==> src/rtl/stream_compare_pkg.sv <==
// rtl/stream_compare_pkg.sv - shared state and status types for the compare run controller
package stream_compare_pkg;

  typedef enum logic [2:0] {
    ST_IDLE  = 3'd0,
    ST_CLEAR = 3'd1,
    ST_RUN   = 3'd2,
    ST_DRAIN = 3'd3,
    ST_LATCH = 3'd4,
    ST_DONE  = 3'd5
  } cr_state_e;

  typedef struct packed {
    logic done;
    logic pass;
    logic timed_out;
    logic aborted;
  } cr_status_t;

  localparam logic [31:0] CYC_SAT = 32'hFFFF_FFFF;

endpackage

==> src/rtl/compare_run_ctrl.sv <==
// rtl/compare_run_ctrl.sv - sequences clear, gated run, drain and latch of a stream comparator
module compare_run_ctrl
  import stream_compare_pkg::*;
#(
  parameter int CLEAR_CYCLES = 2,
  parameter int DRAIN_CYCLES = 2
) (
  input  logic        clk,
  input  logic        totalReset,
  input  logic        start,
  input  logic        abort,
  input  logic [31:0] cfg_window,
  input  logic [31:0] cfg_err_limit,
  input  logic [31:0] cfg_timeout,
  input  logic        beat,
  input  logic [31:0] cmp_err_count,
  output logic        cmp_reset,
  output logic        cmp_latch,
  output logic        gate_en,
  output logic        busy,
  output logic        done,
  output logic        pass,
  output logic        timed_out,
  output logic        aborted,
  output logic [2:0]  state,
  output logic [31:0] run_cycles
);

  // Counters are loaded with N-1 so the phase lasts exactly N cycles.
  localparam logic [31:0] CLEAR_LOAD = 32'(CLEAR_CYCLES - 1);
  localparam logic [31:0] DRAIN_LOAD = 32'(DRAIN_CYCLES - 1);

  cr_state_e   state_q;
  cr_status_t  status_q;
  logic [31:0] beat_cnt;
  logic [31:0] phase_cnt;
  logic [31:0] beat_cnt_nxt;
  logic        win_hit;
  logic        err_hit;
  logic        tmo_hit;

  // Window exit looks at the post-increment count so RUN ends on the cycle
  // that delivers the last beat; the timeout compare is widened so a
  // saturated run_cycles can never wrap into a false match.
  assign gate_en      = (state_q == ST_RUN) && (beat_cnt < cfg_window);
  assign beat_cnt_nxt = beat_cnt + {31'd0, gate_en && beat};
  assign win_hit      = (beat_cnt_nxt == cfg_window);
  assign err_hit      = (cmp_err_count > cfg_err_limit);
  assign tmo_hit      = (cfg_timeout != 32'd0) &&
                        (({1'b0, run_cycles} + 33'd1) == {1'b0, cfg_timeout});

  assign state     = state_q;
  assign done      = status_q.done;
  assign pass      = status_q.pass;
  assign timed_out = status_q.timed_out;
  assign aborted   = status_q.aborted;

  // Run sequencer: abort overrides everything, otherwise walk the phases.
  always_ff @(posedge clk or negedge totalReset) begin
    if (!totalReset) begin
      state_q    <= ST_IDLE;
      status_q   <= '0;
      beat_cnt   <= '0;
      phase_cnt  <= '0;
      run_cycles <= '0;
      cmp_reset  <= 1'b0;
      cmp_latch  <= 1'b0;
      busy       <= 1'b0;
    end else if (abort && (state_q != ST_IDLE)) begin
      state_q          <= ST_IDLE;
      cmp_reset        <= 1'b0;
      cmp_latch        <= 1'b0;
      busy             <= 1'b0;
      status_q.aborted <= 1'b1;
      status_q.done    <= 1'b0;
      status_q.pass    <= 1'b0;
    end else begin
      case (state_q)
        ST_IDLE, ST_DONE: begin
          if (start) begin
            state_q    <= ST_CLEAR;
            phase_cnt  <= CLEAR_LOAD;
            cmp_reset  <= 1'b1;
            busy       <= 1'b1;
            status_q   <= '0;
            run_cycles <= '0;
            beat_cnt   <= '0;
          end
        end
        ST_CLEAR: begin
          if (phase_cnt == 32'd0) begin
            state_q   <= ST_RUN;
            cmp_reset <= 1'b0;
          end else begin
            phase_cnt <= phase_cnt - 32'd1;
          end
        end
        ST_RUN: begin
          beat_cnt <= beat_cnt_nxt;
          if (run_cycles != CYC_SAT) begin
            run_cycles <= run_cycles + 32'd1;
          end
          if (win_hit || err_hit || tmo_hit) begin
            state_q            <= ST_DRAIN;
            phase_cnt          <= DRAIN_LOAD;
            status_q.timed_out <= tmo_hit;
          end
        end
        ST_DRAIN: begin
          if (phase_cnt == 32'd0) begin
            state_q   <= ST_LATCH;
            cmp_latch <= 1'b1;
          end else begin
            phase_cnt <= phase_cnt - 32'd1;
          end
        end
        ST_LATCH: begin
          cmp_latch     <= 1'b0;
          busy          <= 1'b0;
          status_q.pass <= (cmp_err_count <= cfg_err_limit) && !status_q.timed_out;
          status_q.done <= 1'b1;
          state_q       <= ST_DONE;
        end
        default: begin
          state_q <= ST_IDLE;
        end
      endcase
    end
  end

endmodule

==> config.mk <==
export PLATFORM = sky130hd
export DESIGN_NAME = compare_run_ctrl
export DESIGN_NICKNAME = d
export VERILOG_FILES = /design/src/rtl/stream_compare_pkg.sv /design/src/rtl/compare_run_ctrl.sv
export SDC_FILE = /design/constraint.sdc
export NUM_CORES = 1
export LEC_CHECK = 0
export CAP_MARGIN = 20
export CORE_MARGIN = 2
export CORE_UTILIZATION = 40
export DETAILED_ROUTE_END_ITERATION = 10
export PLACE_DENSITY = 0.76
export SYNTH_ARGS = -nofsm -noshare
export SYNTH_HDL_FRONTEND = slang
export SYNTH_SLANG_ARGS = --single-unit
==> constraint.sdc <==
create_clock -name clk -period 8.95 [get_ports clk]
set_clock_uncertainty 0.15 [all_clocks]
set_input_delay 1.3425 -clock clk [delete_from_list [all_inputs] [get_ports clk]]
set_output_delay 1.3425 -clock clk [all_outputs]
set_load 0.05 [all_outputs]
Yosys cells after proc, flatten, opt, wreduce, memory -nomap -nowiden:

Cells that the tools add are included.

* register bits after elaboration: 106
* bits in latches: 0
* bits in writable memories: 0
* ROM bits: 0
* bits of input ports: 133
* output and inout port bits: 43
* logic and storage cells: 95
* memories kept: 0

* add/sub/neg operators: 4
* multiply operators: 0
* divide/modulo/power cells: 0
* order comparisons: 3
* equality and inequality tests: 16
* shifts and indexed selects: 0
* mux-type cells: 30
* bitwise gates (word level): 1
* reduce and logical (&&, ||, !) cells: 30

Operators with widths (count)
* 32-bit two-way mux: 5
* 32-bit one-hot mux with 2 select lines: 2
* 32-bit one-hot mux with 3 select lines: 1
* 32-bit by 1-bit adder with 33-bit output (second input constant): 1
* 33-bit by 32-bit == test with 1-bit output: 1
* 32-bit by 1-bit adder with 32-bit output: 1
* 32-bit by 1-bit adder with 32-bit output (second input constant): 1
* 32-bit == test: 1
* 32-bit greater-than comparator: 1
* 32-bit less-or-equal comparator: 1
* 32-bit zero test: 1
* 32-bit less-than comparator: 1
* 32-bit != test (second input constant): 1
* 32-bit nonzero test: 1
* 32-bit by 1-bit subtractor with 32-bit output (second input constant): 1
* 3-bit two-way mux: 5
* 3-bit one-hot mux with 5 select lines: 1
* 3-bit nonzero test: 5
* 4-bit AND reduction: 3
* 1-bit two-way mux: 9
* 3-bit != test (second input constant): 3
* 1-bit one-hot mux with 2 select lines: 4
* 3-bit by 2-bit == test with 1-bit output (second input constant): 2
* 3-bit == test (second input constant): 2
* other kinds (17): 30

Logic depth before layout (Yosys ltp):

Gate-level depths: netlist of the first run.

* word-level depth: 10
* mapped depth: 23
* depth with buffers taken out: 21

Worst setup path before layout of the first run:

Ideal clock, no wire load.

* path type: input-to-reg
* start: input cfg_window[17]
* end: register phase_cnt[1]
* library setup time: 128 ps
* data arrival time: 5761 ps
* required time: 8672 ps
* slack: 2912 ps
* stages on the path: 22
* buffers on the path: 1
* path through: inv_1 > ha_1 > a21o_1 > a21o_1 > a21o_1 > a21o_1 > a21oi_1 > o221ai_1 > a31oi_1 > o31a_1 > and2_1 > ha_1 > and4_1 > clkbuf_1 > nand4_1 > nor4_2 > xnor2_1 > o2111ai_1 > nor4b_1 > a22oi_1 > a21boi_4 > mux2_1

* cells in the longest elaborated chain, start to end: 9

Ends and longest elaborated chain
* from (decl): RTL line compare_run_ctrl.sv:12 `input logic [31:0] cfg_window,`
* 32-bit less-than comparator: RTL line compare_run_ctrl.sv:45 `assign gate_en = (state_q == ST_RUN) && (beat_cnt < cfg_window);`
* 1-bit logical AND: RTL line compare_run_ctrl.sv:45
* via gate_en: RTL line compare_run_ctrl.sv:19 `output logic gate_en,`
* 1-bit logical AND: RTL line compare_run_ctrl.sv:46 `assign beat_cnt_nxt = beat_cnt + {31'd0, gate_en && beat};`
* 32-bit by 1-bit adder with 32-bit output: RTL line compare_run_ctrl.sv:46
* 32-bit == test: RTL line compare_run_ctrl.sv:47 `assign win_hit = (beat_cnt_nxt == cfg_window);`
* 1-bit logical OR (2 in series): RTL line compare_run_ctrl.sv:103 `if (win_hit || err_hit || tmo_hit) begin`
* 2-bit by 1-bit != test with 1-bit output (no line)
* 5-bit AND reduction (no line)
* to (signal assigned): RTL line compare_run_ctrl.sv:95 `phase_cnt <= phase_cnt - 32'd1;`
* to (signal assigned): RTL line compare_run_ctrl.sv:114 `phase_cnt <= phase_cnt - 32'd1;`
* to (decl): RTL line compare_run_ctrl.sv:36 `logic [31:0] phase_cnt;`

The timed path passes the listed nets, and every way through them passes these cells.
A chain may end at the register's enable or synchronous reset.

Worst setup path in the final report of the first run:

* start: input cfg_window[17]
* end: register phase_cnt[1]

* cells in the longest elaborated chain, start to end: 9

Ends and longest elaborated chain (RTL line)
* 32-bit less-than comparator: compare_run_ctrl.sv:45
* 1-bit logical AND: compare_run_ctrl.sv:45
* 1-bit logical AND: compare_run_ctrl.sv:46
* 32-bit by 1-bit adder with 32-bit output: compare_run_ctrl.sv:46
* 32-bit == test (*): compare_run_ctrl.sv:47
* 1-bit logical OR (*) (2 in series): compare_run_ctrl.sv:103
* 2-bit by 1-bit != test with 1-bit output (no line) (*)
* 5-bit AND reduction (no line) (*)

Every way passes the cells marked *; elsewhere a longest branch is shown, timed or not.

==> results of run 1 <==
-- layout by cell type (no fill, tap or decap), drive strengths merged, types with 35 or more instances in the layout --
cell / synthesis / routed
clkdlybuf4s50: 0 / 174
o21ai: 121 / 121
dfrtp: 106 / 106
inv: 102 / 104
nand2: 93 / 93
nor2: 87 / 87
ha: 67 / 67
xnor2: 60 / 60
nand3: 60 / 60
a21oi: 58 / 58
nand4: 45 / 45
nor3: 43 / 43
o31ai: 36 / 36
a31oi: 35 / 35
-- per-layer routing --
layer | routed length (um) | vias to the layer above | global-route usage (%)
met1 | 13720 | 4776 | 32.42
met5 | 0 | - | 0
met4 | 448 | 0 | 5.826
li1 | - | 4779 | -
met3 | 1814 | 32 | 3.699
met2 | 13980 | 355 | 38.81
-- stage by stage --
step            power, W  hold WS [ps]  instance area, um^2  setup WS (ps)
2_1_floorplan  0.0009257         320.0                 9607           2912
3_3_place_gp    0.001091         341.5                11560           1712
3_5_place_dp    0.001109         358.6                11560           1639
4_1_cts         0.001507         372.5                11840           1983
5_1_grt         0.001599         398.2                11840           1462
6_report        0.001502         373.8                11840           1922
-- how the worst max path moves through the flow --
| stage | startpoint | cells past startpoint | to | slack, ps |
|---|---|---|---|---|
| 6_report | cfg_window[17] | 22 | phase_cnt[1] | 1920 |
| 5_1_grt | cfg_window[10] | 21 | phase_cnt[1] | 1460 |
| 4_1_cts | cfg_window[17] | 22 | phase_cnt[1] | 1980 |
| 3_5_place_dp | cfg_window[17] | 22 | phase_cnt[1] | 1640 |
| 3_3_place_gp | cfg_window[17] | 22 | phase_cnt[1] | 1710 |
| 2_1_floorplan | cfg_window[17] | 22 | phase_cnt[1] | 2910 |
-- power by group --
group | internal, W | switching, W | total [W]
combinational | 0.000214 | 0.000284 | 0.000499
clock | 0.000198 | 0.000199 | 0.000397
sequential | 0.000538 | 0.0000677 | 0.000606
-- flip-flops by register name (all words and copies together), names as in the netlist --
register and flops:
pass 1, busy 1, aborted 1, state 3
cmp_reset 1, timed_out 1, run_cycles 32, beat_cnt 32
done 1, cmp_latch 1, phase_cnt 32
-- area by class of cell --
| class | instances | area [um^2] |
|---|---|---|
| flip-flops and latches | 106 | 2653 |
| repair buffers | 183 | 1809 |
| multi-input cells | 966 | 6321 |
| well taps | 319 | 399.1 |
| clock inverters | 4 | 33.78 |
| clock buffers | 11 | 242.7 |
| inverters | 102 | 382.9 |
| fillers | 2327 | 11700 |
-- Yosys cell counts (36+ instances only) --
library cell,number
dfrtp_1,106
nand3_1,59
o31ai_1,36
clkbuf_1,40
o21ai_0,104
a21oi_1,58
nor3_1,41
xnor2_1,60
nand2_1,93
nor2_1,87
inv_1,102
nand4_1,43
ha_1,67
-- worst min-delay path, stage by stage (launching register included) --
cell	delay (ps)
dfrtp_1	370
nand2_1	60
o221ai_1	60
-- logic make-up after synthesis --
group,count (synthesis),synth area share (%)
AOI/OAI and AO/OA,339,22.14
xor gates and xnor gates,88,8.166
adders and majority gates,67,8.726
buffers and inverters,163,6.707
DFF,106,27.61
muxes,8,0.8726
and+or+nand+nor,464,25.77
==> qor.csv, run 1 <==
metric,value,unit
worst r2r dst,phase_cnt[1],
post-synthesis cell area,0.009607,mm^2
largest net degree at the start of global routing,60,
# hold bufs at CTS,0,
vias per cell,5.879,
Antenna Nets Post-Route,0,
crit path cell chain,clkdlybuf4s50_1 -> inv_1 -> ha_1 -> a21o_1 -> a21o_1 -> a21o_1 -> a21o_1 -> a21oi_1 -> o221ai_1 -> a31oi_1 -> o31a_1 -> and2_1 -> ha_1 -> nand4_2 -> nor3_1 -> and3_1 -> mux2i_1 -> o2111ai_1 -> nor4b_1 -> a22oi_1 -> a21boi_4 -> mux2_1,
Clock Latency Late Sink,360,ps
final core utilization,50.30,%
PostCTS Resize Cnt,0,
Lkg Pwr,4.912,nW
grt ovf,0,
"FF+latch count, synth",106,
GRT Total Usage,23.53,%
DRC,0,
Max Slew Vio Count,0,
critical path type,input port to register,
Slew HR,37.42,%
Placeable Area,0.02354,mm^2
actual slew at the worst max-slew pin,936.4,ps
R2R Setup Slk,2830,ps
clk slew on worst S/H paths,80,ps
Cell Rows,56,
WP data arrival,7130,ps
Die Wd,159.0,um
WL/cell,17.72,um
clk root buf,clkbuf_16,
ys async rst share,100.0,%
Crit path max-delay family,compound AO/OA/AOI/OAI gates,
VDD IR max,0.00008214,V
CP endpoint kind,register,
PD cells,126.8,mW/mm^2
largest cells by area after synthesis,"dfrtp_1 28%, ha_1 8.7%, xnor2_1 5.5%",
minimum clock period,7028,ps
fraction of layout cells with a size suffix above 1,3.717,%
syn_nets,1435,
Routability Congestion,0.9432,
worst flop-to-flop path startpoint,state[0],
WHS Endpoint,phase_cnt[21],
max-cap viol count,0,
Vert. Die Dim,159.0,um
WL final,29970,um
I/O pin count,176,
routed vias,9942,
CTS tree,done,
post-synth cell types,73,
Hold Crit Class,register to register,
sequential area share after synthesis,27.61,%
Avg Inst Size Synth,7.779,um^2
CTS Buffer Depth,2,
drt first pass iters,5,
"slowest stage cell, crit path",a21boi_4,
CP peak stage delay,650,ps
htree depth,3,
hold depth,2,
worst r2r path cells,16,
dpl cells,1676,
number of synthesized flops with an enable pin,0,
Nets,1568,
"Hold Vio Cnt, Final",0,
ys flop type,dfrtp_1,
Fin Setup TNS,0,ps
Layout Cells excl Fill,1691,
status,completed,
setup violators final,0,
"Top cell by count, worst path",a21o_1,
Synth top area share,27.61,%
area grow syn2layout,23.26,%
hold_sp,phase_cnt[21],
Synthesis Warnings,0,
setup bufs post-CTS,0,
initial antenna violation count,0,
fin crit share,78.52,%
Buffers on Ports,175,
Synth area leader,dfrtp_1,
Mapped Cells,1235,
die area,0.02527,mm^2
Max Clock Freq,142.3,MHz
Ant. Diodes,0,
CP startpoint kind,input port,
CTS sink cnt,106,
Num CTS Buffers,9,
RSZ-0062 raised after global routing,false,
Worst EP required,9060,ps
Worst Path Buf+Inv,2,
number of DRC markers in iteration 0,743,
global-route wire length before repair,49210,um
DP HPWL,22440,um
number of global-route vias before repair,9516,
Initial Util,40.81,%
"critical path fanouts, max",26,
Note: power is estimated with default switching activity, not from simulation.
==> run 2: changes to the inputs <==
Clock period 8.95 ns to 6.6 ns, I/O delays scaled along.
==> run 2 against run 1 <==
  * Final area is 0.71% higher
  * Count of clock-buffer cells in the layout is 2 higher
  * Total power increased by 39%
  * Utilization increased by 0.36 points
  * Die area is the same
  * Combinational power is 37% higher
  * Worst hold slack got worse by 3.5 ps
  * Register-to-register slack worse by 1700 ps
  * Critical path depth up 1
  * Worst setup slack got worse by 1400 ps
  * Final cell count is 0.41% higher
  * Largest cell class unchanged
==> qor.csv, run 2 (same netlist as run 1, synthesis figures left out) <==
metric,value,unit
max-cap viol count,0,
Cell Rows,56,
die area,0.02527,mm^2
Routability Congestion,0.9195,
Clock Latency Late Sink,360,ps
CP startpoint kind,input port,
M3 GR Usage,4.142,%
GR Layer Usage met2,37.44,%
actual slew at the worst max-slew pin,913.9,ps
worst r2r dst,phase_cnt[0],
I/O pin count,176,
VDD IR max,0.0001128,V
final core utilization,50.65,%
"Hold Vio Cnt, Final",0,
most frequent cells in the layout,"174 x clkdlybuf4s50_1, 106 x dfrtp_1, 104 x o21ai_0, 102 x inv_1, 93 x nand2_1",
htree depth,3,
CP peak stage delay,500,ps
vias per cell,5.857,
dpl cells,1682,
CTS Buffer Depth,2,
Vert. Die Dim,159.0,um
initial antenna violation count,1,
Worst EP required,6740,ps
area grow syn2layout,24.13,%
WHS Endpoint,phase_cnt[21],
"slowest stage cell, crit path",clkdlybuf4s50_1,
placed cell areas,0.01161,mm^2
PD cells,174.5,mW/mm^2
Hold Crit Class,register to register,
RSZ-0062 raised after global routing,false,
met1 usage,31.83,%
CP endpoint kind,register,
Crit path max-delay family,compound AO/OA/AOI/OAI gates,
"commonest non-fill, non-tap cell in the layout",clkdlybuf4s50_1,
fraction of layout cells with a size suffix above 1,4.206,%
CTS tree,done,
grt ovf,0,
critical path type,input port to register,
Nets,1574,
worst r2r path cells,21,
Fin Setup TNS,0,ps
hold depth,2,
DRC,0,
WL/cell,17.61,um
status,completed,
CTS sink cnt,106,
Lkg Pwr,4.961,nW
R2R Setup Slk,1140,ps
Placeable Area,0.02354,mm^2
Antenna Nets Post-Route,0,
hold_sp,phase_cnt[21],
clk slew on worst S/H paths,70,ps
Max Slew Vio Count,0,
"Top cell by count, worst path",a21o_1,
routed vias,9946,
setup violators final,0,
setup bufs post-CTS,0,
global-route wire length before repair,48980,um
dpl ws,27.70,ps
number of DRC markers in iteration 0,768,
WL final,29890,um
Buffers on Ports,175,
Slew HR,39.07,%
busiest grt layer,met2,
Max Clock Freq,163.5,MHz
WP data arrival,6250,ps
Layout Cells excl Fill,1698,
drt first pass iters,5,
worst flop-to-flop path startpoint,beat_cnt[17],
Num CTS Buffers,9,
slack of the critical path,483.5,ps
Post-Layout Inst Area,0.01193,mm^2
Worst Path Buf+Inv,3,
clk root buf,clkbuf_16,
Die Wd,159.0,um
DP HPWL,22480,um
# hold bufs at CTS,0,
largest net degree at the start of global routing,64,
minimum clock period,6116,ps
crit path cell chain,clkdlybuf4s50_1 -> inv_1 -> ha_1 -> a21o_1 -> a21o_1 -> a21o_1 -> a21o_1 -> a21oi_1 -> o221ai_1 -> a31oi_1 -> o31a_1 -> and2_1 -> ha_1 -> nand4_2 -> nor4_2 -> xnor2_1 -> a2111oi_0 -> o2111ai_1 -> nor4b_2 -> a22oi_1 -> a21boi_4 -> buf_4 -> mux2_2,
GRT Total Usage,23.29,%
Ant. Diodes,0,
number of global-route vias before repair,9492,
largest registers,"beat_cnt: 32 flops, phase_cnt: 32 flops, run_cycles: 32 flops",
Initial Util,40.81,%
fin crit share,92.67,%
"critical path fanouts, max",15,
-- run 2: cell types whose count changed in the layout (fill, tap and decap cells not counted), sizes merged --
cell      before  now
clkbuf        11   13
inv          104  102
buf            9   15
clkinv         1    2
bufinv         0    1
clkinvlp       1    0
-- run 2: timing repair --
| item | 4_1_cts | 5_1_grt |
|---|---|---|
| hold endpoints to repair | 0 | 0 |
| resized for setup | 0 | 2 |
| setup endpoints to repair | 0 | 25 |
-- run 2: worst reg2reg max path: stages (launching register included) --
cell	delay (ps)
dfrtp_1	530
ha_1	310
a21o_1	160
a21o_1	170
a21o_1	170
a21o_1	170
a21oi_1	160
o221ai_1	190
a31oi_1	200
o31a_1	160
and2_1	160
ha_1	310
nand4_2	230
nor4_2	410
xnor2_1	110
a2111oi_0	280
o2111ai_1	240
nor4b_2	390
a22oi_1	240
a21boi_4	230
buf_4	240
mux2_2	180
-- run 2: report_power, final --
group | internal, W | leakage [nW] | switching (W)
combinational | 0.000294 | 3.36 | 0.000390
sequential | 0.000730 | 1.45 | 0.0000934
clock | 0.000317 | 0.150 | 0.000255
-- run 2: worst max path at each step --
stage | startpoint | end | slack [ps] | cells past startpoint
after CTS | cfg_window[17] | phase_cnt[0] | 360 | 23
after global routing | cfg_window[17] | phase_cnt[19] | 60 | 23
after detailed placement | cfg_window[17] | phase_cnt[2] | 30 | 23
final | cfg_window[17] | phase_cnt[0] | 480 | 23
after floorplan | cfg_window[17] | phase_cnt[1] | 910 | 22
after global placement | cfg_window[25] | phase_cnt[0] | 120 | 21
-- run 2: final cells by class --
class / count / area (um^2)
Clock inverter: 3 / 47.55
Clock buffer: 13 / 260.3
Fill cell: 2248 / 11620
Sequential cell: 106 / 2653
Timing Repair Buffer: 189 / 1854
Inverter: 102 / 382.9
Multi-Input combinational cell: 966 / 6329
Tap cell: 319 / 399.1
-- run 2: per-layer routing --
layer / vias up / routed length, um
met4: 2 / 724
met1: 4708 / 13380
met3: 55 / 2105
li1: 4797 / -
met2: 384 / 13670
met5: - / 12
-- run 2: stage by stage --
stage / power [W] / hold slack (ps)
2_1_floorplan: 0.001255 / 320.0
3_3_place_gp: 0.001487 / 342.7
3_5_place_dp: 0.001508 / 351.5
4_1_cts: 0.002083 / 369.0
5_1_grt: 0.002205 / 412.0
6_report: 0.002081 / 370.3
==> run 3: changes to the inputs <==
Settings changed: HOLD_SLACK_MARGIN from default to 0.05.
==> results of run 3 <==
No change in the layout: final DEF, timing and power equal those of run 2.
